==> src/rtl/aoi222_bist_pkg.sv <==
// Shared types and constants for the AOI222 self-test controller.
// Vector bit order on the cell pins is A1,A2,B1,B2,C1,C2 from the LSB upward.
package aoi222_bist_pkg;

  localparam int VEC_W   = 6;
  localparam int NUM_VEC = 64;

  localparam int PIN_A1 = 0;
  localparam int PIN_A2 = 1;
  localparam int PIN_B1 = 2;
  localparam int PIN_B2 = 3;
  localparam int PIN_C1 = 4;
  localparam int PIN_C2 = 5;

  localparam logic [VEC_W-1:0] LAST_VEC = VEC_W'(NUM_VEC - 1);

  typedef enum logic [1:0] {
    ST_IDLE   = 2'd0,
    ST_SETTLE = 2'd1,
    ST_CHECK  = 2'd2,
    ST_DONE   = 2'd3
  } state_e;

endpackage

==> src/rtl/aoi222_bist_golden.sv <==
// Golden model of the AOI222 cell: ZN = ~((A1&A2)|(B1&B2)|(C1&C2)).
// Purely combinational; maps a packed stimulus vector to the expected ZN.
module aoi222_bist_golden
  import aoi222_bist_pkg::*;
(
  input  logic [VEC_W-1:0] vec_i,
  output logic             zn_o
);

  logic pair_a;
  logic pair_b;
  logic pair_c;

  assign pair_a = vec_i[PIN_A1] & vec_i[PIN_A2];
  assign pair_b = vec_i[PIN_B1] & vec_i[PIN_B2];
  assign pair_c = vec_i[PIN_C1] & vec_i[PIN_C2];
  assign zn_o   = ~(pair_a | pair_b | pair_c);

endmodule

==> src/rtl/aoi222_bist_ctrl.sv <==
// Exhaustive self-test of one AOI222 cell: sweeps all 64 input vectors, holds each for
// SETTLE_CYCLES, compares ZN with the golden model and counts mismatches (saturating).
// Optional first-failure log enabled by defining AOI222_BIST_FAIL_LOG_EN.
module aoi222_bist_ctrl
  import aoi222_bist_pkg::*;
#(
  parameter int SETTLE_CYCLES = 2,
  parameter int ERR_W         = 7
)
(
  input  logic             CLK,
  input  logic             RN,
  input  logic             start,
  input  logic             zn_obs,
  output logic             A1,
  output logic             A2,
  output logic             B1,
  output logic             B2,
  output logic             C1,
  output logic             C2,
  output logic             busy,
  output logic             done,
  output logic             pass,
  output logic [ERR_W-1:0] err_count,
`ifdef AOI222_BIST_FAIL_LOG_EN
  output logic [5:0]       first_fail,
  output logic [0:0]       first_fail_vld,
`endif
  output state_e           state_dbg
);

  // Handshake: start is a one-cycle request sampled on CLK; it is accepted only in
  // IDLE or DONE. busy is high from the accepting edge until done rises; done stays
  // high (with pass valid) until the next accepted start.

  localparam logic [3:0] SETTLE_LAST = 4'(SETTLE_CYCLES - 1);

  state_e           state_q, state_d;
  logic [VEC_W-1:0] vec_q, vec_d;
  logic [3:0]       settle_q, settle_d;
  logic [ERR_W-1:0] err_q, err_d;
  logic             busy_q, busy_d;
  logic             done_q, done_d;
  logic             pass_q, pass_d;

  logic             zn_exp;
  logic             mismatch;
  logic             accept;
  logic             check_fire;
  logic [ERR_W-1:0] err_chk;

  aoi222_bist_golden u_golden (
    .vec_i (vec_q),
    .zn_o  (zn_exp)
  );

  // Anything other than a clean 0/1 on zn_obs falls into the default arm as a mismatch.
  always_comb begin
    mismatch = 1'b1;
    case (zn_obs)
      1'b0:    mismatch = zn_exp;
      1'b1:    mismatch = ~zn_exp;
      default: mismatch = 1'b1;
    endcase
  end

  assign accept     = start && ((state_q == ST_IDLE) || (state_q == ST_DONE));
  assign check_fire = (state_q == ST_CHECK);
  assign err_chk    = (mismatch && (err_q != '1)) ? err_q + ERR_W'(1) : err_q;

  always_comb begin
    state_d  = state_q;
    vec_d    = vec_q;
    settle_d = settle_q;
    err_d    = err_q;
    busy_d   = busy_q;
    done_d   = done_q;
    pass_d   = pass_q;
    case (state_q)
      ST_IDLE, ST_DONE: begin
        if (accept) begin
          state_d  = ST_SETTLE;
          vec_d    = '0;
          settle_d = '0;
          err_d    = '0;
          busy_d   = 1'b1;
          done_d   = 1'b0;
          pass_d   = 1'b0;
        end
      end
      ST_SETTLE: begin
        settle_d = settle_q + 4'd1;
        if (settle_q == SETTLE_LAST) begin
          state_d = ST_CHECK;
        end
      end
      ST_CHECK: begin
        err_d = err_chk;
        if (vec_q == LAST_VEC) begin
          state_d = ST_DONE;
          busy_d  = 1'b0;
          done_d  = 1'b1;
          pass_d  = (err_chk == '0);
        end else begin
          state_d  = ST_SETTLE;
          vec_d    = vec_q + VEC_W'(1);
          settle_d = '0;
        end
      end
      default: state_d = ST_IDLE;
    endcase
  end

  always_ff @(posedge CLK or negedge RN) begin
    if (!RN) begin
      state_q  <= ST_IDLE;
      vec_q    <= '0;
      settle_q <= '0;
      err_q    <= '0;
      busy_q   <= 1'b0;
      done_q   <= 1'b0;
      pass_q   <= 1'b0;
    end else begin
      state_q  <= state_d;
      vec_q    <= vec_d;
      settle_q <= settle_d;
      err_q    <= err_d;
      busy_q   <= busy_d;
      done_q   <= done_d;
      pass_q   <= pass_d;
    end
  end

`ifdef AOI222_BIST_FAIL_LOG_EN
  logic [VEC_W-1:0] ff_q, ff_d;
  logic             ff_vld_q, ff_vld_d;

  always_comb begin
    ff_d     = ff_q;
    ff_vld_d = ff_vld_q;
    if (accept) begin
      ff_d     = '0;
      ff_vld_d = 1'b0;
    end else if (check_fire && mismatch && !ff_vld_q) begin
      ff_d     = vec_q;
      ff_vld_d = 1'b1;
    end
  end

  always_ff @(posedge CLK or negedge RN) begin
    if (!RN) begin
      ff_q     <= '0;
      ff_vld_q <= 1'b0;
    end else begin
      ff_q     <= ff_d;
      ff_vld_q <= ff_vld_d;
    end
  end

  assign first_fail        = ff_q;
  assign first_fail_vld[0] = ff_vld_q;
`else
  logic unused_check_fire;
  assign unused_check_fire = check_fire;
`endif

  assign A1        = vec_q[PIN_A1];
  assign A2        = vec_q[PIN_A2];
  assign B1        = vec_q[PIN_B1];
  assign B2        = vec_q[PIN_B2];
  assign C1        = vec_q[PIN_C1];
  assign C2        = vec_q[PIN_C2];
  assign busy      = busy_q;
  assign done      = done_q;
  assign pass      = pass_q;
  assign err_count = err_q;
  assign state_dbg = state_q;

endmodule

==> config.mk <==
export PLATFORM = sky130hd
export DESIGN_NAME = aoi222_bist_ctrl
export DESIGN_NICKNAME = d
export VERILOG_FILES = /design/src/rtl/aoi222_bist_pkg.sv /design/src/rtl/aoi222_bist_golden.sv /design/src/rtl/aoi222_bist_ctrl.sv
export SDC_FILE = /design/constraint.sdc
export NUM_CORES = 1
export LEC_CHECK = 0
export CAP_MARGIN = 15
export CORE_ASPECT_RATIO = 1.25
export CORE_UTILIZATION = 53
export CTS_BUF_LIST = sky130_fd_sc_hd__clkbuf_16
export CTS_CLUSTER_SIZE = 40
export DETAILED_ROUTE_END_ITERATION = 6
export PLACE_DENSITY = 0.87
export SKIP_LAST_GASP = 1
export SLEW_MARGIN = 20
export SYNTH_ARGS = -nofsm -noshare
export SYNTH_HDL_FRONTEND = slang
export SYNTH_SLANG_ARGS = --single-unit
==> constraint.sdc <==
create_clock -name CLK -period 2.5 [get_ports CLK]
set_clock_uncertainty 0.2 [all_clocks]
set_input_delay 0.25 -clock CLK [delete_from_list [all_inputs] [get_ports CLK]]
set_output_delay 0.25 -clock CLK [all_outputs]
set_load 0.005 [all_outputs]
[After elaboration in Yosys (flattened, before gate mapping)]
Index checks and enable logic that the tools add are counted.
Word-level totals
  bits in registers: 22
  input port bits: 4
  logic and storage cells: 61
  output and inout bits: 18
Operators by class
  reductions and logical operators: 12
  mux-type cells: 22
  equal/unequal tests: 10
  add/sub/neg operators: 3
  bitwise gates (word level): 7
Operator list (count)
  $mux W7: 2
  $pmux W7 S2: 1
  $mux W6: 2
  $pmux W4 S3: 1
  $pmux W6 S2: 1
  $mux W4: 2
  $pmux W1 S2: 4
  $add A7 B1 Y7 const B: 1
  $logic_not A7 Y1: 1
  $ne A7 B7 Y1 const B: 1
  $add A6 B1 Y6 const B: 1
  $eq A6 B6 Y1 const B: 1
  $mux W2: 3
  $ne A2 B2 Y1 const B: 3
  $pmux W2 S3: 1
  $reduce_and A2 Y1: 3
  $reduce_and A3 Y1: 2
  $mux W1: 5
  $add A4 B1 Y4 const B: 1
  $eq A2 B2 Y1 const B: 2
  $eq A4 B1 Y1 const B: 1
  $and A1 B1 Y1: 3
  $eq A2 B1 Y1 const B: 1
  $logic_and A1 B1 Y1: 2
  7 further kinds: 9

[Depth between registers and ports, before layout]
  depth after elaboration: 10
  gate-level depth with buffers: 9
  gate-level depth less buffers: 7

[Modules after synthesis]
From an unflattened synthesis, not the netlist that was laid out.
Second synthesis, totals
  cells, all modules: 146
  area total of the unflattened synthesis: 1341.3 um^2
Modules (own cells, without submodules)
  aoi222_bist_ctrl: seq. area each 550.5 um^2, area an instance 1331.3 um^2, times used 1, cells each 145
  aoi222_bist_golden: seq. area each 0.0 um^2, area an instance 10.0 um^2, times used 1, cells each 1

[Least setup slack after synthesis]
OpenSTA, ideal clock, no wires.
  path type: flip-flop to flip-flop
  start point: register state_q[0], in the netlist state_dbg[0]
  end point: register settle_q[2]
  setup time: 121 ps
  arrival: 1933 ps
  stages on the path, launching flop included: 10
  slack: 246 ps
  path buffers: 2
  cell sequence: dfrtp_1 > inv_1 > ha_1 > clkbuf_1 > nor2b_1 > buf_2 > a41o_1 > nor2_1 > mux2_2 > a22o_1
On the way
  cells in the longest elaborated chain, start to end: 5
  elaborated cells on any way between the ends: 11
  classes of those cells: 5 x eq/ne; 1 x mux; 5 x reduce/logical
Ends and longest elaborated chain
  start, declared: line aoi222_bist_ctrl.sv:38  | state_e state_q, state_d;
  start signal, assigned: line aoi222_bist_ctrl.sv:124  | state_q <= state_d;
  $eq A2 B2 Y1 or $logic_not A2 Y1 (tied branches): line aoi222_bist_ctrl.sv:67, aoi222_bist_ctrl.sv:79
  $logic_or A1 B1 Y1: line aoi222_bist_ctrl.sv:67  | assign accept = start && ((state_q == ST_IDLE) || (state_q == ST_DONE));
  $logic_and A1 B1 Y1: line aoi222_bist_ctrl.sv:67
  $ne A2 B2 Y1 (no source line)
  $reduce_and A2 Y1 (no source line)
  end signal, assigned: line aoi222_bist_ctrl.sv:126  | settle_q <= settle_d;
  end, declared: line aoi222_bist_ctrl.sv:40  | logic [3:0] settle_q, settle_d;
Several ways; a longest one is shown, not always the timed one.
A chain may end at the register's enable or synchronous reset.

[Worst setup path in the final report]
  start point: register vec_q[0]
  end point: register pass_q, in the netlist pass
On the way
  cells in the longest elaborated chain, start to end: 10
  elaborated cells on any way between the ends: 13
  classes of those cells: 2 x eq/ne; 4 x mux; 4 x bitwise; 3 x reduce/logical
Ends and longest elaborated chain
  start, declared: line aoi222_bist_ctrl.sv:39  | logic [VEC_W-1:0] vec_q, vec_d;
  start signal, assigned: line aoi222_bist_ctrl.sv:125  | vec_q <= vec_d;
  $and A1 B1 Y1: line aoi222_bist_golden.sv:14  | assign pair_a = vec_i[PIN_A1] & vec_i[PIN_A2];
  $or A1 B1 Y1 (2 in series): line aoi222_bist_golden.sv:17  | assign zn_o = ~(pair_a | pair_b | pair_c);
  $not A1 Y1: line aoi222_bist_golden.sv:17
  $pmux W1 S2: line aoi222_bist_ctrl.sv:60  | case (zn_obs)
  $logic_and A1 B1 Y1: line aoi222_bist_ctrl.sv:69  | assign err_chk = (mismatch && (err_q != '1)) ? err_q + ERR_W'(1) : err_q;
  $mux W7: line aoi222_bist_ctrl.sv:69
  $logic_not A7 Y1: line aoi222_bist_ctrl.sv:103  | pass_d = (err_chk == '0);
  $mux W1: line aoi222_bist_ctrl.sv:99  | if (vec_q == LAST_VEC) begin
  $pmux W1 S2: line aoi222_bist_ctrl.sv:79  | case (state_q)
  end signal, assigned: line aoi222_bist_ctrl.sv:130  | pass_q <= pass_d;
  end, declared: line aoi222_bist_ctrl.sv:44  | logic pass_q, pass_d;
Several ways; a longest one is shown, not always the timed one. The select of a mux whose other input is x is not followed.

==> flow_metrics.py <==
metrics = {
    "outcome": {
        "status": "finished, final reports clean",
    },
    "sta": {
        "final.period_utilization_pct": 93.8,
        "max_slew.worst_pin.slew_ns": 0.385,
        "maxSlewViolCount": 0,
        "finalCriticalPeriod_ns": 2.34,
        "final_hold_viol_count": 0,
        "finalSetupViolations": 0,
        "whs_ns": 0.138,
        "tns_ns": 0,
        "setup_ws_ns": 0.155,
        "slew_headroom_pct": 74.3,
        "fmax_ghz": 0.426,
        "grt_setup_unrepaired": "no",
    },
    "final_layout": {
        "fillers": 190,
        "fin_util_pct": 72.7,
        "layout.nets": 200,
        "most-common-layout-cells": "dfrtp_1 (22), clkdlybuf4s50_1 (21), nand2_1 (20), a21oi_1 (13)",
        "syn_to_final_growth_pct": 25.2,
        "final_common_cell": "dfrtp_1",
        "drive_gt1_share_pct": 9.57,
        "antennaDiodeCount": 0,
    },
    "cts": {
        "tritoncts": "built",
        "worst_skew_pair.late_latency_ns": 0.26,
        "clock_tree.buffer_depth": 2,
        "root_buffer": "clkbuf_16",
        "cts.sinks": 22,
        "cts_resized": 0,
        "h-tree-depth": 1,
        "post_cts_buffers": 0,
        "cts-buffers-inserted": 3,
        "ctsHoldBuffers": 0,
        "clkSlewWorstSetupHoldPaths_ns": 0.06,
    },
    "synthesis": {
        "synth_top_area_share_pct": 37.9,
        "ys_ff_latch": 22,
        "synthSimpleGateAreaFrac_pct": 21.4,
        "yosys.area.top_type": "dfrtp_1",
        "synth_fa_ha_area_share_pct": 6.03,
        "synth_edf_count": 0,
        "synth_area_um2": 1450,
        "synthMuxAreaShare_pct": 4.22,
        "synth_cell_type_count": 44,
        "syn_inst": 163,
        "ys_top_cells_by_area": "dfrtp_1 (38%), ha_1 (6.0%), nand2_1 (5.2%)",
        "ys_warn_count": 0,
        "syn_area_per_cell_um2": 8.91,
        "yosys_most_used_dff": "dfrtp_1",
        "synth-compound-area-share_pct": 23.7,
        "synthesis.nets": 174,
        "async_reset_ff_share_pct": 100,
        "synth_xor_area_share_pct": 2.50,
        "ys_seq_area_share_pct": 37.9,
        "synth_top_family_by_area": "compound AO/OA/AOI/OAI gates",
    },
    "die": {
        "core_area_um2": 2500,
        "dieArea_um2": 2960,
        "start_util_pct": 58.0,
        "ios": 22,
        "die_w_um": 48.8,
        "fp.dieH_um": 60.5,
        "rows": 20,
    },
    "global_routing": {
        "grt_usage_pct": 26.7,
        "grt_pass1_wl_um": 5960,
        "grt_max_degree": 23,
        "antenna_found_initial": 0,
        "grt-ovfl-total": 0,
        "grt_pass1_vias": 1338,
    },
    "setup_path": {
        "crit_arrival_ns": 2.30,
        "crit_type": "register to register",
        "worst_setup_path_start_kind": "register",
        "cp_max_fo": 9,
        "critical_path_required_ns": 2.46,
        "end_kind": "register",
    },
    "power": {
        "peakVddDrop_mv": 0.792,
        "p_per_area_nw_per_um2": 834,
        "leakage_nw": 0.771,
    },
    "min_path": {
        "worstHoldPathType": "input pin to asynchronous set/reset pin",
    },
    "place": {
        "pre_cts_ws_ns": 0.206,
        "hpwl_um": 2520,
        "gp_congestion": 0.914,
        "port_buffers": 21,
    },
    "route": {
        "drtIter0Drc": 67,
        "antenna_left": 0,
        "routed_wl_um": 3590,
        "dr_total_vias": 1362,
        "drt_pass1_iterations": 5,
        "routed_via_density": 6.16,
        "wl_per_cell_um": 16.2,
        "drc": 0,
    },
    "run": {
        "drv_cap": 0,
    },
}
-- logic make-up (layout without fill, tap and decap cells) --
kind of cell               count (synthesis)  after routing
AOI/OAI and AO/OA                         50             50
xor gates and xnor gates                   2              2
adders and majority gates                  7              7
buffers and inverters                     13             38
DFF                                       22             22
muxes                                      6              6
and+or+nand+nor                           63             63
-- cell type report --
type / count / area, um2 / share of cell area [%]
Multi-Input combinational cell: 128 / 840 / 46.2
Inverter: 7 / 26.3 / 1.45
Sequential cell: 22 / 551 / 30.3
Clock buffer: 3 / 75.1 / 4.13
Clock inverter: 1 / 30.0 / 1.65
Timing Repair Buffer: 27 / 255 / 14.0
Tap cell: 33 / 41.3 / 2.27
-- flip-flops by register name, indices dropped and copies added (netlist names) --
signal	flops
pass	1
err_count	7
settle_q	4
done	1
state_dbg	2
busy	1
vec_q	6
-- per-layer routing --
layer | global-route usage [%] | vias up | wire [um]
li1 | - | 650 | -
met1 | 28.9 | 653 | 1410
met4 | 13.0 | 0 | 32
met5 | 0 | - | 0
met3 | 4.01 | 3 | 164
met2 | 51.6 | 56 | 1970
-- power by group --
part           total [W]  internal, W  switching (W)  leakage, nW
clock network   0.000454     0.000318       0.000136       0.0511
registers       0.000489     0.000409      0.0000799        0.296
logic           0.000572     0.000250       0.000322        0.424
total            0.00152     0.000978       0.000538        0.771
-- cells in the mapped netlist (all sizes together), types with 2 or more instances --
master / n
a21o: 2
o21ai: 14
dfrtp: 22
and2: 2
nor3: 9
a31oi: 4
a22o: 5
a21oi: 14
a211oi: 2
nand2: 20
mux2i: 5
ha: 7
nand3: 9
buf: 2
nor2: 8
clkbuf: 3
inv: 7
and3: 5
nor3b: 2
nand2b: 3
-- through the flow --
step | instance area (um2) | power (W) | cells
2_1_floorplan | 1450 | 0.000857 | 163
3_3_place_gp | 1710 | 0.00103 | 217
3_5_place_dp | 1710 | 0.00106 | 217
4_1_cts | 1820 | 0.00152 | 221
5_1_grt | 1820 | 0.00161 | 221
6_report | 1820 | 0.00152 | 221
-- final timing paths --
kind                                from            to  slack, ns  cells past startpoint
min in group CLK                    done          done       0.33                      2
max in group asynchronous             RN  state_dbg[1]       1.74                      2
worst max-delay path            vec_q[0]          pass       0.16                      6
worst min-delay path                  RN  err_count[5]       0.14                      2
worst max register to register  vec_q[0]          pass       0.16                      6
worst min register to register      done          done       0.33                      2
-- worst max-delay path, stage by stage, from the launching register on --
cell and delay (ns):
dfrtp_1 0.43, ha_1 0.28, a221oi_4 0.32, xor2_4 0.31, a31oi_1 0.14, a311o_1 0.29
o32ai_1 0.28
Power figures use the tool's default switching activity.
